--- src/rtl/mem_arbiter2.sv ---
// Two-port round-robin arbiter/sequencer in front of a single 256x8 data memory port.
// Ownership is registered; bursts are bounded to MAX_BURST beats while the other side waits.
module mem_arbiter2 #(
  parameter int ADDR_W    = 8,
  parameter int DATA_W    = 8,
  parameter int MAX_BURST = 4
) (
  input  logic              Clk,
  input  logic              Rst_n,
  input  logic              Req0,
  input  logic              Req1,
  input  logic              We0,
  input  logic              We1,
  input  logic [ADDR_W-1:0] Addr0,
  input  logic [ADDR_W-1:0] Addr1,
  input  logic [DATA_W-1:0] WData0,
  input  logic [DATA_W-1:0] WData1,
  output logic              Gnt0,
  output logic              Gnt1,
  output logic [DATA_W-1:0] RData0,
  output logic [DATA_W-1:0] RData1,
  output logic              RValid0,
  output logic              RValid1,
  output logic [ADDR_W-1:0] MemAddress,
  output logic [DATA_W-1:0] MemWriteData,
  output logic              MemWrite,
  output logic              MemRead,
  input  logic [DATA_W-1:0] MemReadData
);

  localparam int CNT_W = (MAX_BURST > 1) ? $clog2(MAX_BURST) : 1;
  localparam logic [CNT_W-1:0] CNT_LAST = CNT_W'(MAX_BURST - 1);

  localparam logic [1:0] IDLE = 2'd0;
  localparam logic [1:0] OWN0 = 2'd1;
  localparam logic [1:0] OWN1 = 2'd2;

  function automatic logic [1:0] own_state(input logic port);
    return port ? OWN1 : OWN0;
  endfunction

  logic [1:0]        state_reg, state_next;
  logic [CNT_W-1:0]  cnt_reg, cnt_next;
  logic              ptr_reg, ptr_next;

  logic              req   [2];
  logic              we    [2];
  logic [ADDR_W-1:0] addr  [2];
  logic [DATA_W-1:0] wdata [2];

  assign req[0]   = Req0;
  assign req[1]   = Req1;
  assign we[0]    = We0;
  assign we[1]    = We1;
  assign addr[0]  = Addr0;
  assign addr[1]  = Addr1;
  assign wdata[0] = WData0;
  assign wdata[1] = WData1;

  // owner is only meaningful while owned is high; the unused encoding 2'b11 behaves as IDLE
  logic owned, owner, other_req, grant_port;
  assign owned     = (state_reg == OWN0) || (state_reg == OWN1);
  assign owner     = (state_reg == OWN1);
  assign other_req = req[!owner];

  always_comb begin
    state_next = state_reg;
    cnt_next   = cnt_reg;
    ptr_next   = ptr_reg;
    grant_port = 1'b0;
    if (!owned) begin
      state_next = IDLE;
      if (req[0] || req[1]) begin
        grant_port = (req[0] && req[1]) ? ptr_reg : req[1];
        state_next = own_state(grant_port);
        ptr_next   = !grant_port;
        cnt_next   = '0;
      end
    end else if (!req[owner]) begin
      // Owner went quiet: hand over this cycle, memory sits idle
      cnt_next = '0;
      if (other_req) begin
        state_next = own_state(!owner);
        ptr_next   = owner;
      end else begin
        state_next = IDLE;
      end
    end else if (cnt_reg == CNT_LAST) begin
      // Burst window exhausted: yield only if the other side is waiting
      cnt_next = '0;
      if (other_req) begin
        state_next = own_state(!owner);
        ptr_next   = owner;
      end
    end else begin
      cnt_next = cnt_reg + 1'b1;
    end
  end

  always_ff @(posedge Clk or negedge Rst_n) begin
    if (!Rst_n) begin
      state_reg <= IDLE;
      cnt_reg   <= '0;
      ptr_reg   <= 1'b0;
    end else begin
      state_reg <= state_next;
      cnt_reg   <= cnt_next;
      ptr_reg   <= ptr_next;
    end
  end

  assign Gnt0 = (state_reg == OWN0);
  assign Gnt1 = (state_reg == OWN1);

  // Memory strobes decode straight from state so an async reset kills a write in flight
  always_comb begin
    MemAddress   = '0;
    MemWriteData = '0;
    MemWrite     = 1'b0;
    MemRead      = 1'b0;
    if (owned) begin
      MemAddress   = addr[owner];
      MemWriteData = wdata[owner];
      MemWrite     = req[owner] & we[owner];
      MemRead      = req[owner] & ~we[owner];
    end
  end

  for (genvar gi = 0; gi < 2; gi++) begin : g_port
    logic              read_beat;
    logic              rvalid_reg;
    logic [DATA_W-1:0] rdata_reg;

    assign read_beat = (state_reg == own_state(1'(gi))) & req[gi] & ~we[gi];

    always_ff @(posedge Clk or negedge Rst_n) begin
      if (!Rst_n) begin
        rvalid_reg <= 1'b0;
        rdata_reg  <= '0;
      end else begin
        rvalid_reg <= read_beat;
        if (read_beat) begin
          rdata_reg <= MemReadData;
        end
      end
    end
  end

  assign RValid0 = g_port[0].rvalid_reg;
  assign RValid1 = g_port[1].rvalid_reg;
  assign RData0  = g_port[0].rdata_reg;
  assign RData1  = g_port[1].rdata_reg;

endmodule

--- config.mk ---
export PLATFORM = sky130hd
export DESIGN_NAME = mem_arbiter2
export DESIGN_NICKNAME = d
export VERILOG_FILES = /design/src/rtl/mem_arbiter2.sv
export SDC_FILE = /design/constraint.sdc
export NUM_CORES = 1
export LEC_CHECK = 0
export ABC_AREA = 1
export BUFFER_PORTS_ARGS = -buffer_cell sky130_fd_sc_hd__buf_2
export CORE_UTILIZATION = 30
export DETAILED_ROUTE_END_ITERATION = 10
export PLACE_DENSITY_LB_ADDON = 0.3
export SLEW_MARGIN = 10
export SYNTH_ARGS = -nofsm -noshare
export SYNTH_HDL_FRONTEND = slang
export SYNTH_SLANG_ARGS = --single-unit
--- constraint.sdc ---
create_clock -name Clk -period 1.75 [get_ports Clk]
set_input_delay 0.175 -clock Clk [delete_from_list [all_inputs] [get_ports Clk]]
set_output_delay 0.175 -clock Clk [all_outputs]
set_load 0.005 [all_outputs]
# Word-level counts from Yosys, hierarchy flattened
# Index checks and enable logic that the tools add are counted.
op_classes:
  n_addsub: 1
  magnitude_cmp: 2
  n_eq_ne: 5
  mux: 37
  n_bitwise: 11
  reduce_logical: 8
op_table:
  columns: ["cell", "n"]
  rows:
  - ["$mux 8", 8]
  - ["$mux 2", 12]
  - ["$mux 1", 17]
  - ["$and 1x1->1", 6]
  - ["$eq 2x2->1 const B", 2]
  - ["$ge 2x2->1 const B", 2]
  - ["$not 1->2", 2]
  - ["$reduce_and 2->1", 2]
  - ["$ne 3x2->1 const B", 1]
  - ["$ne 3x3->1 const B", 1]
  - ["$not 1->1", 3]
  - ["$add 2x1->2 const B", 1]
  - ["$eq 2x1->1 const B", 1]
  - ["$logic_not 1->1", 2]
  - ["$logic_or 1x1->1", 2]
  - ["$reduce_bool 2->1", 1]
  - ["$logic_and 1x1->1", 1]
word_totals:
  regBits: 23
  in_bits: 46
  output_inout_bits: 38
  elab_cells: 71

# Logic depth before layout (Yosys ltp)
depth:
  depth_word: 10
  mapped_depth: 11
  ltp_nobuf: 10

# Worst setup path before layout
# OpenSTA, ideal clock, no wires.
synth_path:
  kind: "flip-flop to output port"
  from: "register state_reg[0]"
  to: "output port MemAddress[0]"
  arrival_time_ps: 1210
  t_required_ps: 1575
  slack_ps: 365
  path_stages_with_launch: 7
  path_buffers: 1
  path_cell_list: "dfrtp_1 inv_1 ha_1 inv_2 buf_2 o21ai_0 nor2_1"
synth_between:
  elab_chain_cells: 6
  word_cells_on_any_way: 8
  classes_between: "2 x eq/ne; 4 x mux; 1 x bitwise; 1 x reduce/logical"
synth_lines:
  columns: ["item", "line_no", "source"]
  rows:
  - ["start, declared", "42", "logic [1:0] state_reg, state_next;"]
  - ["start signal, assigned", "106", "state_reg <= state_next;"]
  - ["$eq 2x2->1", "62, 63", null]
  - ["$not 1->2 (implied by the code)", "122", "MemAddress = addr[owner];"]
  - ["$mux 8 (implied by the code) (3 in a row)", "122", null]
  - ["$mux 8 (*)", "121", "if (owned) begin"]
  - ["end, declared", "24", "output logic [ADDR_W-1:0] MemAddress,"]
# Mark *: on every way between the ends. The rest lies on a longest branch, timed or not. The select of a mux whose other input is x is not followed.

# Worst setup path after layout
layout_path:
  from: "register state_reg[1]"
  to: "output port MemWrite"
layout_between:
  elab_chain_cells: 7
  word_cells_on_any_way: 12
  classes_between: "2 x eq/ne; 7 x mux; 2 x bitwise; 1 x reduce/logical"
layout_lines:
  columns: ["item", "line_no", "source"]
  rows:
  - ["$eq 2x2->1", "62, 63", null]
  - ["$not 1->2 (implied by the code)", "124", "MemWrite = req[owner] & we[owner];"]
  - ["$mux 1 (implied by the code) (3 in a row)", "124", null]
  - ["$and 1x1->1", "124", null]
  - ["$mux 1 (*)", "121", null]
  - ["end, declared", "26", "output logic MemWrite,"]
# Marks and branches as above.

==> impl_results.md <==
- Antenna Cells: 0
- Crit path max fanout: 7
- Num rows: 24
- Worst Tran Pin Value: 497.7 ps
- Count of cell types in the netlist: 20
- Worst-Skew Late Latency: 260 ps
- Routed vias/inst: 4.343
- Seq pwr share: 26.7%
- Die area: roughly 4900 um2
- Final #Nets: roughly 320
- CP Data Arrival Time: 1530 ps
- Largest net degree at the start of global routing: 24
- Crit end category: primary output
- Fill count: 444
- Data required, critical path: 1570 ps
- Post-Route WL: 3270 um
- Ranking of synthesized cells by area: dfrtp_1 41%, nand2_1 10%, o21ai_2 10%
- First drt pass iteration count: 4
- Met1 Usage GRT: 16.15%
- IO Port Bufs: 83
- Synth Area in Adders: 3.584%
- Leakage: 1.174 nW
- Starting Density: a little under a third
- Internal: between 1.5 and 2 mW
- Setup CP Type: reg2out
- Grt peak-use layer: met2
- Root Buffer: clkbuf_8
- Worst hold slack: about 190 ps
- Synthesized-area fraction occupied by and/or/nand/nor cells: 27.42%
- Clock sink total: 23
- Vias in the first global route: 1252
- CTS tree: done
- Net Sw Power: 1.394 mW
- Worst hold path type: in2reg
- Core area: 4414 um2
- Antenna-violating nets left: 0
- Status: completed
- PD cells: 1648 nW/um2
- Final setup viols: 0
- Via count: 1407
- Mux cell area share after synthesis: 0%
- Total global-route track usage: 13.41%
- Max_slew headroom: 66.82%
- GRT overflow: 0
- Grt met3 use: 2.886%
- H-Tree Depth: 1
- Yosys warns: 0
- Final Skew: 3.033 ps
- First-pass GRT wire length: approximately 5400 um
- Bufs on Longest Clock Path: 2
- Gpl congestion: 0.8503
- Routed wire per std cell: ~10 um
- Dpl cells: 311
- Syn Nets: 230
- Net Sw Frac: 41.97%
- Final HPWL DP: around 2500 um
- Final period util: 97.22%
- Logic pwr share: around 64%
- Main combinational cell family by area after synthesis: simple AND/OR/NAND/NOR gates
- Initial DRC Count: 30
- Cell taking the most area after synthesis: dfrtp_1
- Share of cells above drive strength 1: between 40% and 50%
- Fin. max-slew vios: 0
- Mapped Area: 1396 um2
- RSZ-0062 raised after global routing: true
- Non-Filler Instances: 324
- I/O pin cnt: 84
- Startpoint types: flip-flop
- Top cell type's share of synthesized area: between 40% and 50%
- Synth-to-layout area growth: 44.27%
- Die width: 70.23 um
- Sequential area share after synthesis: 41.22%
- Total of max-cap violations: 0
- Shortest period the worst path allows: 1701 ps
- Compound-Gate Fraction of Synth Area: 17.03%
- Initial antenna violation count: 0
- Die H: 70.23 um
- DRC: 0
- Instance count of the mapped netlist: 180
- Final hold violation count: 0
- CTS Buf Count: 3
- Max Freq: 587.8 MHz
- Post-synthesis register bit count: 23
- Clock-pin slew on the worst setup and hold paths: about 80 ps
- Maximum vdd drop: 0.0007848 V
- GRT met2 Usage: 24.13%
- Synth Area in XOR/XNOR: 0%
- Syn avg cell area: 7.757 um2
- Clock power share: 9.6%
## layout by cell type, fill, tap and decap left out
cell type / netlist / layout
buf_2: 2 / 83
nand2_1: 39 / 39
nor2_1: 34 / 34
dfrtp_1: 23 / 22
inv_1: 17 / 16
o21ai_2: 16 / 16
o21ai_0: 17 / 15
buf_4: 0 / 8
nand3_1: 5 / 5
inv_2: 4 / 4
inv_4: 2 / 3
o21ai_1: 1 / 3
nand3_2: 3 / 3
clkbuf_8: 0 / 3
nand2_2: 2 / 2
nand2_4: 2 / 2
nand4_1: 2 / 2
ha_4: 0 / 2
ha_1: 4 / 2
buf_12: 0 / 2
nor2_2: 1 / 1
o21bai_2: 0 / 1
clkinv_2: 0 / 1
clkinvlp_4: 0 / 1
dlygate4sd3_1: 0 / 1
dfrtp_2: 0 / 1
## critical path: stages, from the launching register on
cell        delay [ps]
dfrtp_2            460
ha_4               340
clkinvlp_4         180
nand2_4            120
nor2_1              40
buf_2              120
## cell type report
| class | instances | area, um2 | share of cell area (%) |
|---|---|---|---|
| clock buffers | 3 | 41.29 | 2.050 |
| clock inverters | 1 | 5.005 | 0.2484 |
| inverters | 23 | 93.84 | 4.658 |
| multi-input cells | 127 | 699.4 | 34.72 |
| flip-flops and latches | 23 | 576.8 | 28.63 |
| well taps | 52 | 65.06 | 3.230 |
| repair buffers | 94 | 525.5 | 26.09 |
| repair inverters | 1 | 7.507 | 0.3727 |
## power by group through the flow
stage	clock network (mW)	registers [mW]	logic [mW]
finish	0.318	0.888	2.11
global route	0.354	0.916	2.39
CTS	0.335	0.881	2.05
detailed placement	0	0.883	1.82
global placement	0	0.882	1.80
floorplan	0	0.896	1.19
## worst paths after layout
| kind | startpoint | slack (ps) | depth (start not counted) | to |
|---|---|---|---|---|
| setup / recovery | state_reg[1] | 50 | 5 | MemWrite |
| hold / removal | MemReadData[5] | 190 | 3 | RData1[5] |
| setup reg to reg | state_reg[1] | 210 | 7 | ptr_reg |
| hold reg to reg | RData1[2] | 480 | 2 | RData1[2] |
| max in group asynchronous | Rst_n | 970 | 2 | state_reg[1] |
| min in group asynchronous | Rst_n | 420 | 2 | RData0[3] |
## cell usage after synthesis
cell type,n
inv_4,2
buf_2,2
nor2_2,1
dfrtp_1,23
nand4_1,2
nand2_2,2
o21ai_1,1
clkbuf_1,1
o21ai_2,16
nand3_2,3
inv_1,17
nand2_1,39
nand2_4,2
ha_1,4
inv_2,4
o21ai_0,17
nor2_1,34
buf_6,4
o21bai_1,1
nand3_1,5
## cells by family after synthesis
logic type	Yosys count
and+or+nand+nor	88
DFF	23
AOI/OAI and AO/OA	35
adders and majority gates	4
buffers and inverters	30
## routing by layer
metal	up-vias	wire, um
li1	745	-
met1	607	1395
met2	53	1638
met3	2	220
met4	0	14
met5	-	0
## per-stage QoR
| stage | worst slack [ps] | power, mW | util (%) | cell area [um2] | TNS [ps] |
|---|---|---|---|---|---|
| 2_1_floorplan | 365.2 | 2.091 | - | 1396 | 0 |
| 3_3_place_gp | 160.0 | 2.679 | 41.70 | 1841 | 0 |
| 3_5_place_dp | 138.1 | 2.699 | 41.70 | 1841 | 0 |
| 4_1_cts | 19.95 | 3.270 | 44.61 | 1969 | 0 |
| 5_1_grt | -37.53 | 3.660 | 45.63 | 2014 | -177.2 |
| 6_report | 48.64 | 3.320 | 45.63 | 2014 | 0 |
## repair_timing
item / in CTS / in global routing
resized for setup: 4 / 6
gates cloned: 1 / 0
endpoints found under the setup margin: 18 / 18
hold buffers: 1 / 0
hold endpoints to repair: 23 / 0
buffers inserted: 3 / 4
pin swaps: 0 / 2
(Power assumes the default switching activity.)
